===== src/rtl/level_key_ctrl.sv =====
// Key conditioner for the brightness stage: synchronises and debounces two
// active-low keys, then turns presses into single-cycle inc/dec pulses.

module level_key_debounce #(
    parameter int DEBOUNCE_CYCLES = 500000
) (
    input  logic clk,
    input  logic rst,
    input  logic key_n_i,
    output logic pressed_o
);

    localparam int DB_W = $clog2(DEBOUNCE_CYCLES);
    localparam logic [DB_W-1:0] DB_LAST = DB_W'(DEBOUNCE_CYCLES - 1);

    logic [1:0]      sync_q;
    logic            db_q, db_d;
    logic [DB_W-1:0] cnt_q, cnt_d;

    // NOTE: sequential state uses non-blocking assignments so every flop samples pre-edge values.
    always_ff @(posedge clk) begin
        if (rst) begin
            sync_q <= 2'b11;
            db_q   <= 1'b1;
            cnt_q  <= '0;
        end else begin
            sync_q <= {sync_q[0], key_n_i};
            db_q   <= db_d;
            cnt_q  <= cnt_d;
        end
    end

    // The count only survives while the synchronised level disagrees with db_q.
    always_comb begin
        // NOTE: defaults first so no path leaves a signal unassigned (no latches).
        db_d  = db_q;
        cnt_d = '0;
        if (sync_q[1] != db_q) begin
            if (cnt_q == DB_LAST) begin
                db_d = sync_q[1];
            end else begin
                cnt_d = cnt_q + 1'b1;
            end
        end
    end

    assign pressed_o = ~db_q;

endmodule

module level_key_ctrl #(
    parameter int DEBOUNCE_CYCLES = 500000,
    parameter int REPEAT_DELAY    = 25000000,
    parameter int REPEAT_RATE     = 5000000
) (
    input  logic clk,
    input  logic rst,
    input  logic en,
    input  logic key_up_n,
    input  logic key_dn_n,
    output logic inc,
    output logic dec,
    output logic locked
);

    localparam int RT_MAX = (REPEAT_DELAY > REPEAT_RATE) ? REPEAT_DELAY : REPEAT_RATE;
    localparam int RT_W   = $clog2(RT_MAX);
    localparam logic [RT_W-1:0] DLY_LAST = RT_W'(REPEAT_DELAY - 1);
    localparam logic [RT_W-1:0] RPT_LAST = RT_W'(REPEAT_RATE - 1);

    typedef enum logic [2:0] {
        IDLE,
        UP_DLY,
        UP_RPT,
        DN_DLY,
        DN_RPT,
        LOCK
    } state_t;

    state_t          state_q, state_d;
    logic [RT_W-1:0] rt_q, rt_d;
    logic            inc_q, inc_d;
    logic            dec_q, dec_d;
    logic            locked_q;
    logic            up, dn;

    level_key_debounce #(.DEBOUNCE_CYCLES(DEBOUNCE_CYCLES)) u_db_up (
        .clk       (clk),
        .rst       (rst),
        .key_n_i   (key_up_n),
        .pressed_o (up)
    );

    level_key_debounce #(.DEBOUNCE_CYCLES(DEBOUNCE_CYCLES)) u_db_dn (
        .clk       (clk),
        .rst       (rst),
        .key_n_i   (key_dn_n),
        .pressed_o (dn)
    );

    always_ff @(posedge clk) begin
        if (rst) begin
            state_q  <= IDLE;
            rt_q     <= '0;
            inc_q    <= 1'b0;
            dec_q    <= 1'b0;
            locked_q <= 1'b0;
        end else begin
            state_q  <= state_d;
            rt_q     <= rt_d;
            inc_q    <= inc_d;
            dec_q    <= dec_d;
            locked_q <= (state_d == LOCK);
        end
    end

    // Release of the own key wins over a press of the other key.
    always_comb begin
        state_d = state_q;
        rt_d    = rt_q;
        inc_d   = 1'b0;
        dec_d   = 1'b0;
        if (!en) begin
            state_d = IDLE;
            rt_d    = '0;
        end else begin
            unique case (state_q)
                IDLE: begin
                    rt_d = '0;
                    if (up && dn) begin
                        state_d = LOCK;
                    end else if (up) begin
                        state_d = UP_DLY;
                        inc_d   = 1'b1;
                    end else if (dn) begin
                        state_d = DN_DLY;
                        dec_d   = 1'b1;
                    end
                end
                UP_DLY, UP_RPT: begin
                    if (!up) begin
                        state_d = IDLE;
                        rt_d    = '0;
                    end else if (dn) begin
                        state_d = LOCK;
                        rt_d    = '0;
                    end else if (rt_q == ((state_q == UP_DLY) ? DLY_LAST : RPT_LAST)) begin
                        state_d = UP_RPT;
                        inc_d   = 1'b1;
                        rt_d    = '0;
                    end else begin
                        rt_d = rt_q + 1'b1;
                    end
                end
                DN_DLY, DN_RPT: begin
                    if (!dn) begin
                        state_d = IDLE;
                        rt_d    = '0;
                    end else if (up) begin
                        state_d = LOCK;
                        rt_d    = '0;
                    end else if (rt_q == ((state_q == DN_DLY) ? DLY_LAST : RPT_LAST)) begin
                        state_d = DN_RPT;
                        dec_d   = 1'b1;
                        rt_d    = '0;
                    end else begin
                        rt_d = rt_q + 1'b1;
                    end
                end
                LOCK: begin
                    rt_d = '0;
                    if (!up && !dn) begin
                        state_d = IDLE;
                    end
                end
                default: begin
                    state_d = IDLE;
                    rt_d    = '0;
                end
            endcase
        end
    end

    assign inc    = inc_q;
    assign dec    = dec_q;
    assign locked = locked_q;

endmodule


===== config.mk =====
export PLATFORM = sky130hd
export DESIGN_NAME = level_key_ctrl
export DESIGN_NICKNAME = d
export VERILOG_FILES = /design/src/rtl/level_key_ctrl.sv
export SDC_FILE = /design/constraint.sdc
export NUM_CORES = 1
export LEC_CHECK = 0
export CORE_AREA = 3 3 90 92
export DETAILED_ROUTE_END_ITERATION = 7
export DIE_AREA = 0 0 93 95
export DONT_BUFFER_PORTS = 1
export MAX_ROUTING_LAYER = met4
export PLACE_DENSITY = 0.66
export SLEW_MARGIN = 30
export SYNTH_ARGS = -nofsm -noshare
export SYNTH_HDL_FRONTEND = slang
export SYNTH_HIERARCHICAL = 1
export SYNTH_SLANG_ARGS = --single-unit

===== constraint.sdc =====
create_clock -name clk -period 2.54 [get_ports clk]
set_input_delay 0.381 -clock clk [delete_from_list [all_inputs] [get_ports clk]]
set_output_delay 0.381 -clock clk [all_outputs]
set_load 0.03 [all_outputs]

# Word level (Yosys, flattened, before mapping)
# Index checks and enable logic that the tools add are counted.
dict set report totals {
  reg_bits 75
}
dict set report classes {
  add_sub_neg 3
  n_eq_ne 12
  muxes 34
  bitwise 5
  reduce_logical 10
}
# op count
set ops {}
lappend ops {{$mux 25} 8}
lappend ops {{$eq 25x25->1} 2}
lappend ops {{$pmux 25 s2} 1}
lappend ops {{$add 19x1->19 const B} 2}
lappend ops {{$eq 19x19->1 const B} 2}
lappend ops {{$mux 3} 11}
lappend ops {{$add 25x1->25 const B} 1}
lappend ops {{$pmux 3 s4} 1}
lappend ops {{$mux 1} 11}
lappend ops {{$eq 3x3->1 const B} 3}
lappend ops {{$eq 3x2->1 const B} 2}
lappend ops {{$reduce_or 2->1} 3}
lappend ops {{$reduce_or 3->1} 2}
lappend ops {{$not 1->1} 5}
lappend ops {{$pmux 1 s2} 2}
lappend ops {{$reduce_and 2->1} 2}
lappend ops {{$eq 3x1->1 const B} 1}
lappend ops {{$logic_not 3->1} 1}
lappend ops {{$logic_and 1x1->1} 2}
lappend ops {{$ne 1x1->1} 2}

# Depth between registers and ports, before layout
# Gate-level depths: netlist of the first run.
dict set report logic_depth {
  word_depth 9
  ltp_mapped 7
  mapped_depth_nobuf 6
}

# Hierarchy
# The synthesis of the first run kept the hierarchy.
# module n_inst cells_per_inst area_each_um2
set modules_own_cells {}
lappend modules_own_cells {level_key_ctrl 1 211 1719.1}
lappend modules_own_cells {{level_key_debounce at u_db_dn} 1 111 1054.8}
lappend modules_own_cells {{level_key_debounce at u_db_up} 1 113 1043.5}

# Worst setup path after synthesis of the first run
# No wires, ideal clock.
dict set report synth_path {
  kind {register -> register}
  start {register rt_q[6]}
  end {register locked_q (netlist: locked)}
  setup_time_ns 0.079
  arrival_ns 1.877
  required_time_ns 2.461
  path_slack_ns 0.583
  stages_incl_launch_ff 6
  n_path_buf 1
  period_less_slack_ns 1.957
  path_cell_list {dfxtp_1 buf_6 or4b_4 or3_1 or3_4 a211oi_2}
}
dict set report synth_via {
  elab_chain_cells 7
  word_cells_on_any_way 11
}
# item line
set synth_lines {}
lappend synth_lines {{start: declaration} 81} ;# logic [RT_W-1:0] rt_q, rt_d;
lappend synth_lines {{start signal: assignment} 110} ;# rt_q <= rt_d;
lappend synth_lines {{$eq 25x25->1 (on tied branches)} {162, 147}}
lappend synth_lines {{$mux 3 (on tied branches)} {162, 147}}
lappend synth_lines {{$mux 3 (on tied branches)} {159, 144}}
lappend synth_lines {{$mux 3 (on tied branches)} {156, 141}}
lappend synth_lines {{$pmux 3 s4 *} 127} ;# unique case (state_q)
lappend synth_lines {{$mux 3 *} 123} ;# if (!en) begin
lappend synth_lines {{$eq 3x3->1 *} 113} ;# locked_q <= (state_d == LOCK);
lappend synth_lines {{end signal: assignment} 113}
lappend synth_lines {{end: declaration} 84} ;# logic locked_q;
# Every way passes the cells marked *; elsewhere a longest branch is shown, timed or not.
# A chain may end at the register's enable or synchronous reset.

# Final worst setup path of the first run
dict set report layout_path {
  start {register rt_q[0]}
  end {register rt_q[17]}
}
dict set report layout_via {
  elab_chain_cells 5
  word_cells_on_any_way 10
}
# item line
set layout_lines {}
lappend layout_lines {{$add 25x1->25, or another cell as far along} {152, 167}}
lappend layout_lines {{$mux 25 (on tied branches)} {162, 147}}
lappend layout_lines {{$mux 25 (on tied branches)} {159, 144}}
lappend layout_lines {{$mux 25 (on tied branches)} {156, 141}}
lappend layout_lines {{$pmux 25 s2 *} 127}
# Marked as above.

==> results of run 1 <==
flip-flops by register name, summed over array words and instances (netlist names):
signal	cells
locked	1
u_db_up/cnt_q	19
u_db_up/db_q	1
state_q	3
u_db_dn/db_q	1
rt_q	25
u_db_dn/sync_q	2
u_db_dn/cnt_q	19
inc	1
dec	1
u_db_up/sync_q	2
cell usage after synthesis (6+ instances only):
master	n	area, sq um
and3_1	9	56.3
dfxtp_1	75	1500
nand2_1	29	109
xnor2_1	38	333
clkbuf_1	7	26.3
nor3_1	17	85.1
nor2_1	76	285
inv_1	14	52.6
nor4_1	14	87.6
nand4_1	8	50.1
xor2_1	17	149
a211oi_1	6	45.0
nand3_1	29	145
kinds of logic after synthesis:
family / Yosys count / synth area share (%)
simple gates: 237 / 35.8
compound gates: 38 / 8.03
fa+ha+maj: 3 / 0.983
flops: 75 / 39.3
xor+xnor: 55 / 12.6
buf+inv: 27 / 3.24
through the flow:
stage,util [%],area [sq um]
after floorplan,-,3820
after global placement,53.5,3900
after detailed placement,53.5,3900
after CTS,56.3,4110
after global routing,56.3,4110
final,56.3,4110
per-layer routing:
metal	vias to the layer above	track usage, %	share of wire (%)
li1	1548	-	-
met1	1449	23.5	48
met2	55	29.8	47
met3	14	4.30	3.1
met4	0	7.81	2.1
met5	-	-	0
critical path, cell delays in order, from the launching register on:
cell and delay [ns]:
dfxtp_1 0.36, ha_1 0.23, and3_1 0.24, nand2_1 0.16, nor3_1 0.40, o221a_2 0.61
nor2_1 0.11
final cells by class:
cell class	count	share of cell area [%]
clock buffer	10	3.35
clock inverter	6	1.71
inverter	14	1.28
multi-input combinational	333	53.4
sequential	75	36.6
tap	99	3.02
timing repair buffer	4	0.731
power groups by stage:
| stage | sequential, mW | clock (mW) | combinational, mW |
|---|---|---|---|
| after detailed placement | 1.21 | 0 | 0.0144 |
| after global placement | 1.21 | 0 | 0.0144 |
| final | 1.18 | 0.944 | 0.0144 |
| after CTS | 1.18 | 0.976 | 0.0144 |
| after global routing | 1.18 | 1.02 | 0.0166 |
| after floorplan | 1.21 | 0 | 0.0132 |
worst min path at each step:
| stage | startpoint | endpoint | slack [ns] |
|---|---|---|---|
| 6_report | key_up_n | u_db_up/sync_q[0]$_SDFF_PP1_ | 0.13 |
| 5_1_grt | key_up_n | u_db_up/sync_q[0]$_SDFF_PP1_ | 0.1 |
| 4_1_cts | key_up_n | u_db_up/sync_q[0]$_SDFF_PP1_ | 0.11 |
| 3_5_place_dp | u_db_up/sync_q[0]$_SDFF_PP1_ | u_db_up/sync_q[1]$_SDFF_PP1_ | 0.39 |
| 3_3_place_gp | u_db_dn/sync_q[0]$_SDFF_PP1_ | u_db_dn/sync_q[1]$_SDFF_PP1_ | 0.40 |
| 2_1_floorplan | u_db_dn/sync_q[0]$_SDFF_PP1_ | u_db_dn/sync_q[1]$_SDFF_PP1_ | 0.39 |
==> flow_summary.json, run 1 <==
{
  "status": "completed",
  "drtIter0Drc": 102,
  "p_per_area_nw_per_um2": 521,
  "preCtsSetupSlack_ns": 0.351,
  "boundaryPins": 8,
  "timing.hold.ws_ns": 0.127,
  "final_common_cell": "nor2_1",
  "cts-resized-gates": 0,
  "multi_input_area_sq_um": 2190,
  "cts-htree-levels": 3,
  "worst_pin_slew_ns": 0.519,
  "pwr-share-seq_pct": 55.2,
  "syn_area_per_cell_sq_um": 8.78,
  "endpoint": "rt_q[17]$_SDFF_PP0_",
  "viasPerCell": 5.67,
  "tritoncts": "done",
  "seq_area_sq_um": 1500,
  "hold_class": "in2reg",
  "finalCritPeriodShare_pct": 88.3,
  "synth_warnings": 6,
  "comb_power_share_pct": 0.7,
  "ys_seq_area_share_pct": 39.3,
  "ys_ff_latch": 75,
  "cts_buffers": 9,
  "netlist_area_sq_um": 3820,
  "ir_drop_v": 0.000273,
  "worst-r2r-cell-count": 6,
  "startpoint": "rt_q[0]$_SDFF_PP0_",
  "wl_per_cell_microns": 13.4,
  "setup_tns_ns": 0,
  "switching_power_mw": 0.468,
  "fillers": 711,
  "synth_cells": 435,
  "grt_pass1_wl_mm": 13.2,
  "p_leak_nw": 1.30,
  "drive_gt1_share_pct": 11.5,
  "finalHoldViolCount": 0,
  "drt_wl_total_mm": 7.23,
  "start_util_pct": 52.4,
  "grt_max_degree": 26,
  "overflow": 0,
  "crit_fanout": 25,
  "fp.dieW_microns": 93,
  "drc": 0,
  "dp.cells": 525,
  "grt_pass1_vias": 2873,
  "hpwl_mm": 5.13,
  "p_int_mw": 1.67,
  "vias": 3066,
  "synth-main-ff-cell": "dfxtp_1",
  "port_buffers": 0,
  "drt_pass1_iterations": 4,
  "clk_pin_slew_ns": 0.08,
  "p_total_mw": 2.14,
  "cts_sinks": 75,
  "setup_violations": 0,
  "gp_congestion": 0.870,
  "crit_arrival_ns": 2.46,
  "r2r-start": "rt_q[0]$_SDFF_PP0_",
  "fmax_mhz": 446,
  "grt_antenna_before_repair": 0,
  "num-nets-final": 445,
  "clockPowerShare_pct": 44.1,
  "clkLatencyLatePin_ns": 0.35,
  "cp.required_ns": 2.75,
  "cts-root-buf": "clkbuf_8",
  "min_period_ns": 2.24,
  "r2r_slack_ns": 0.30,
  "drtAntennaViolNets": 0,
  "fin_cells": 541,
  "syn_to_final_growth_pct": 7.60,
  "antennaDiodeCount": 0,
  "fin_skew_ns": 0.00954,
  "synth_edf_count": 0,
  "die-area_sq_um": 8840,
  "clockBufferDepth": 2,
  "critical_path_class": "reg2reg",
  "startpoint_type": "register",
  "max-slew-margin-rel_pct": 65.4,
  "p_sw_share_pct": 21.9,
  "slew_violations": 0,
  "hold_buffers": 0,
  "fin_ws_ns": 0.298,
  "post_cts_buffers": 0,
  "whs_path_depth": 1,
  "r2r-end": "rt_q[17]$_SDFF_PP0_",
  "num_rows": 31,
  "cp-end-kind": "register",
  "rsz0062_at_grt": "no",
  "die_h_microns": 95,
  "ys_types": 59,
  "core_area_sq_um": 7290,
  "async_reset_ff_share_pct": 0,
  "synth_nets": 443,
  "grt_use_total_pct": 18.9,
  "max_cap_viol_count": 0,
  "final_cell_mix": "nor2_1, dfxtp_1, xnor2_1"
}
Note: power is estimated with default switching activity, not from simulation.
==> run 2, diff against run 1 <==
==> constraint.sdc (replaced) <==
create_clock -name clk -period 2.54 [get_ports clk]
set_input_delay 0 -clock clk [delete_from_list [all_inputs] [get_ports clk]]
set_output_delay 0 -clock clk [all_outputs]
set_load 0.03 [all_outputs]
==> run 2 against run 1 <==
Against the previous run: cell area rose by 1.5%; utilization rose by 0.82 points; power rose by 0.38%; global-route usage rose by 0.29 points; first-iteration DRC count rose by 2.0%; critical path depth did not move; critical path type unchanged.
==> flow_summary.json, run 2 (same netlist as run 1, synthesis figures left out) <==
{
  "core_area_sq_um": 7290,
  "p_sw_share_pct": 21.9,
  "slowest_delay_ns": 0.61,
  "cts_buffers": 9,
  "min_period_ns": 2.25,
  "cts-htree-levels": 3,
  "pwr-share-seq_pct": 55.0,
  "finalCritPeriodShare_pct": 88.6,
  "max_cap_viol_count": 0,
  "final_cell_mix": "nor2_1, dfxtp_1, xnor2_1",
  "gp_congestion": 0.870,
  "largest_register_ffs": 25,
  "grt_max_degree": 26,
  "hold_class": "in2reg",
  "fin_ws_ns": 0.290,
  "setup_violations": 0,
  "fin_util_pct": 57.2,
  "whs_path_depth": 2,
  "vias": 3075,
  "drtAntennaViolNets": 0,
  "grt_antenna_before_repair": 0,
  "hpwl_mm": 5.13,
  "startpoint_type": "register",
  "drtIter0Drc": 104,
  "crit_slowest_cell": "o221a_2",
  "finalHoldViolCount": 0,
  "slew_violations": 0,
  "fillers": 704,
  "clockBufferDepth": 2,
  "switching_power_mw": 0.470,
  "drive_gt1_share_pct": 11.4,
  "p_total_mw": 2.15,
  "worst-r2r-cell-count": 6,
  "comb_power_share_pct": 1.1,
  "grt_pass1_wl_mm": 13.4,
  "start_util_pct": 52.4,
  "cp-end-kind": "register",
  "drt_wl_total_mm": 7.33,
  "crit_chain": "ha_1 > and3_1 > nand2_1 > nor3_1 > o221a_2 > nor2_1",
  "largest-register": "rt_q",
  "reg_top3": "rt_q (25), u_db_dn/cnt_q (19), u_db_up/cnt_q (19)",
  "antennaDiodeCount": 0,
  "postLayoutCellArea_sq_um": 4170,
  "clockPowerShare_pct": 43.9,
  "cts-root-buf": "clkbuf_8",
  "max-slew-margin-rel_pct": 66.2,
  "die-area_sq_um": 8840,
  "fmax_mhz": 444,
  "cts-resized-gates": 0,
  "clkLatencyLatePin_ns": 0.35,
  "p_int_mw": 1.68,
  "die_h_microns": 95,
  "cp.required_ns": 2.75,
  "critical_path_class": "reg2reg",
  "viasPerCell": 5.62,
  "crit_arrival_ns": 2.46,
  "drc": 0,
  "grt_pass1_vias": 2911,
  "overflow": 0,
  "setup_tns_ns": 0,
  "preCtsSetupSlack_ns": 0.351,
  "fp.dieW_microns": 93,
  "p_leak_nw": 1.32,
  "cts_sinks": 75,
  "clk_pin_slew_ns": 0.08,
  "tritoncts": "done",
  "crit_fanout": 25,
  "final_common_cell": "nor2_1",
  "ir_drop_v": 0.000290,
  "rsz0062_at_grt": "no",
  "num_rows": 31,
  "syn_to_final_growth_pct": 9.18,
  "p_per_area_nw_per_um2": 515,
  "status": "completed",
  "fin_skew_ns": 0.00835,
  "boundaryPins": 8,
  "drt_pass1_iterations": 4,
  "grt_use_total_pct": 19.2,
  "worst_pin_slew_ns": 0.500,
  "num-nets-final": 451,
  "wl_per_cell_microns": 13.4,
  "dpl_cell_area_sq_um": 3900,
  "port_buffers": 0
}
## run 2: layout make-up
class / instances / area (sq um) / share of cell area, %
clock buffers: 10 / 138 / 3.30
clock inverters: 6 / 70.1 / 1.68
repair buffers: 10 / 90.1 / 2.16
inverters: 14 / 52.6 / 1.26
well taps: 99 / 124 / 2.97
multi-input cells: 333 / 2190 / 52.6
flip-flops and latches: 75 / 1500 / 36.0
## run 2: worst paths after layout
path                             endpoint  slack [ns]                         start
max                   rt_q[17]$_SDFF_PP0_        0.29            rt_q[0]$_SDFF_PP0_
min          u_db_dn/sync_q[0]$_SDFF_PP1_        0.28                           rst
max reg2reg           rt_q[17]$_SDFF_PP0_        0.29            rt_q[0]$_SDFF_PP0_
min reg2reg  u_db_up/sync_q[1]$_SDFF_PP1_        0.41  u_db_up/sync_q[0]$_SDFF_PP1_
## run 2: power groups by stage
stage	Clock [mW]	Combinational, mW	Sequential [mW]
3_3_place_gp	0	0.0144	1.21
2_1_floorplan	0	0.0132	1.21
6_report	0.943	0.0235	1.18
5_1_grt	1.02	0.0268	1.18
4_1_cts	0.976	0.0237	1.18
3_5_place_dp	0	0.0144	1.21
## run 2: timing repair
item / CTS / global route
setup buffers: 0 / 0
hold endpoints to repair: 31 / 0
hold buffers: 6 / 0
## run 2: stage by stage
| stage | instances | hold slack [ns] |
|---|---|---|
| after floorplan | 435 | 0.104 |
| after global placement | 525 | 0.108 |
| after detailed placement | 525 | 0.106 |
| after CTS | 547 | 0.259 |
| after global routing | 547 | 0.259 |
| final | 547 | 0.279 |
## run 2: per-layer routing
layer	track usage, %	share of wire, %	wire [microns]	vias to the layer above
met5	-	0	0	-
li1	-	-	-	1559
met3	4.30	3.2	237	14
met2	30.7	48	3490	64
met4	7.81	2.1	153	0
met1	23.7	47	3440	1438
## run 2: worst max-delay path, delay by kind of cell (launching register included)
family | cells | cell delay [ns]
and+or+nand+nor | 4 | 0.92
AOI/OAI and AO/OA | 1 | 0.61
DFF | 1 | 0.36
adders and majority gates | 1 | 0.23
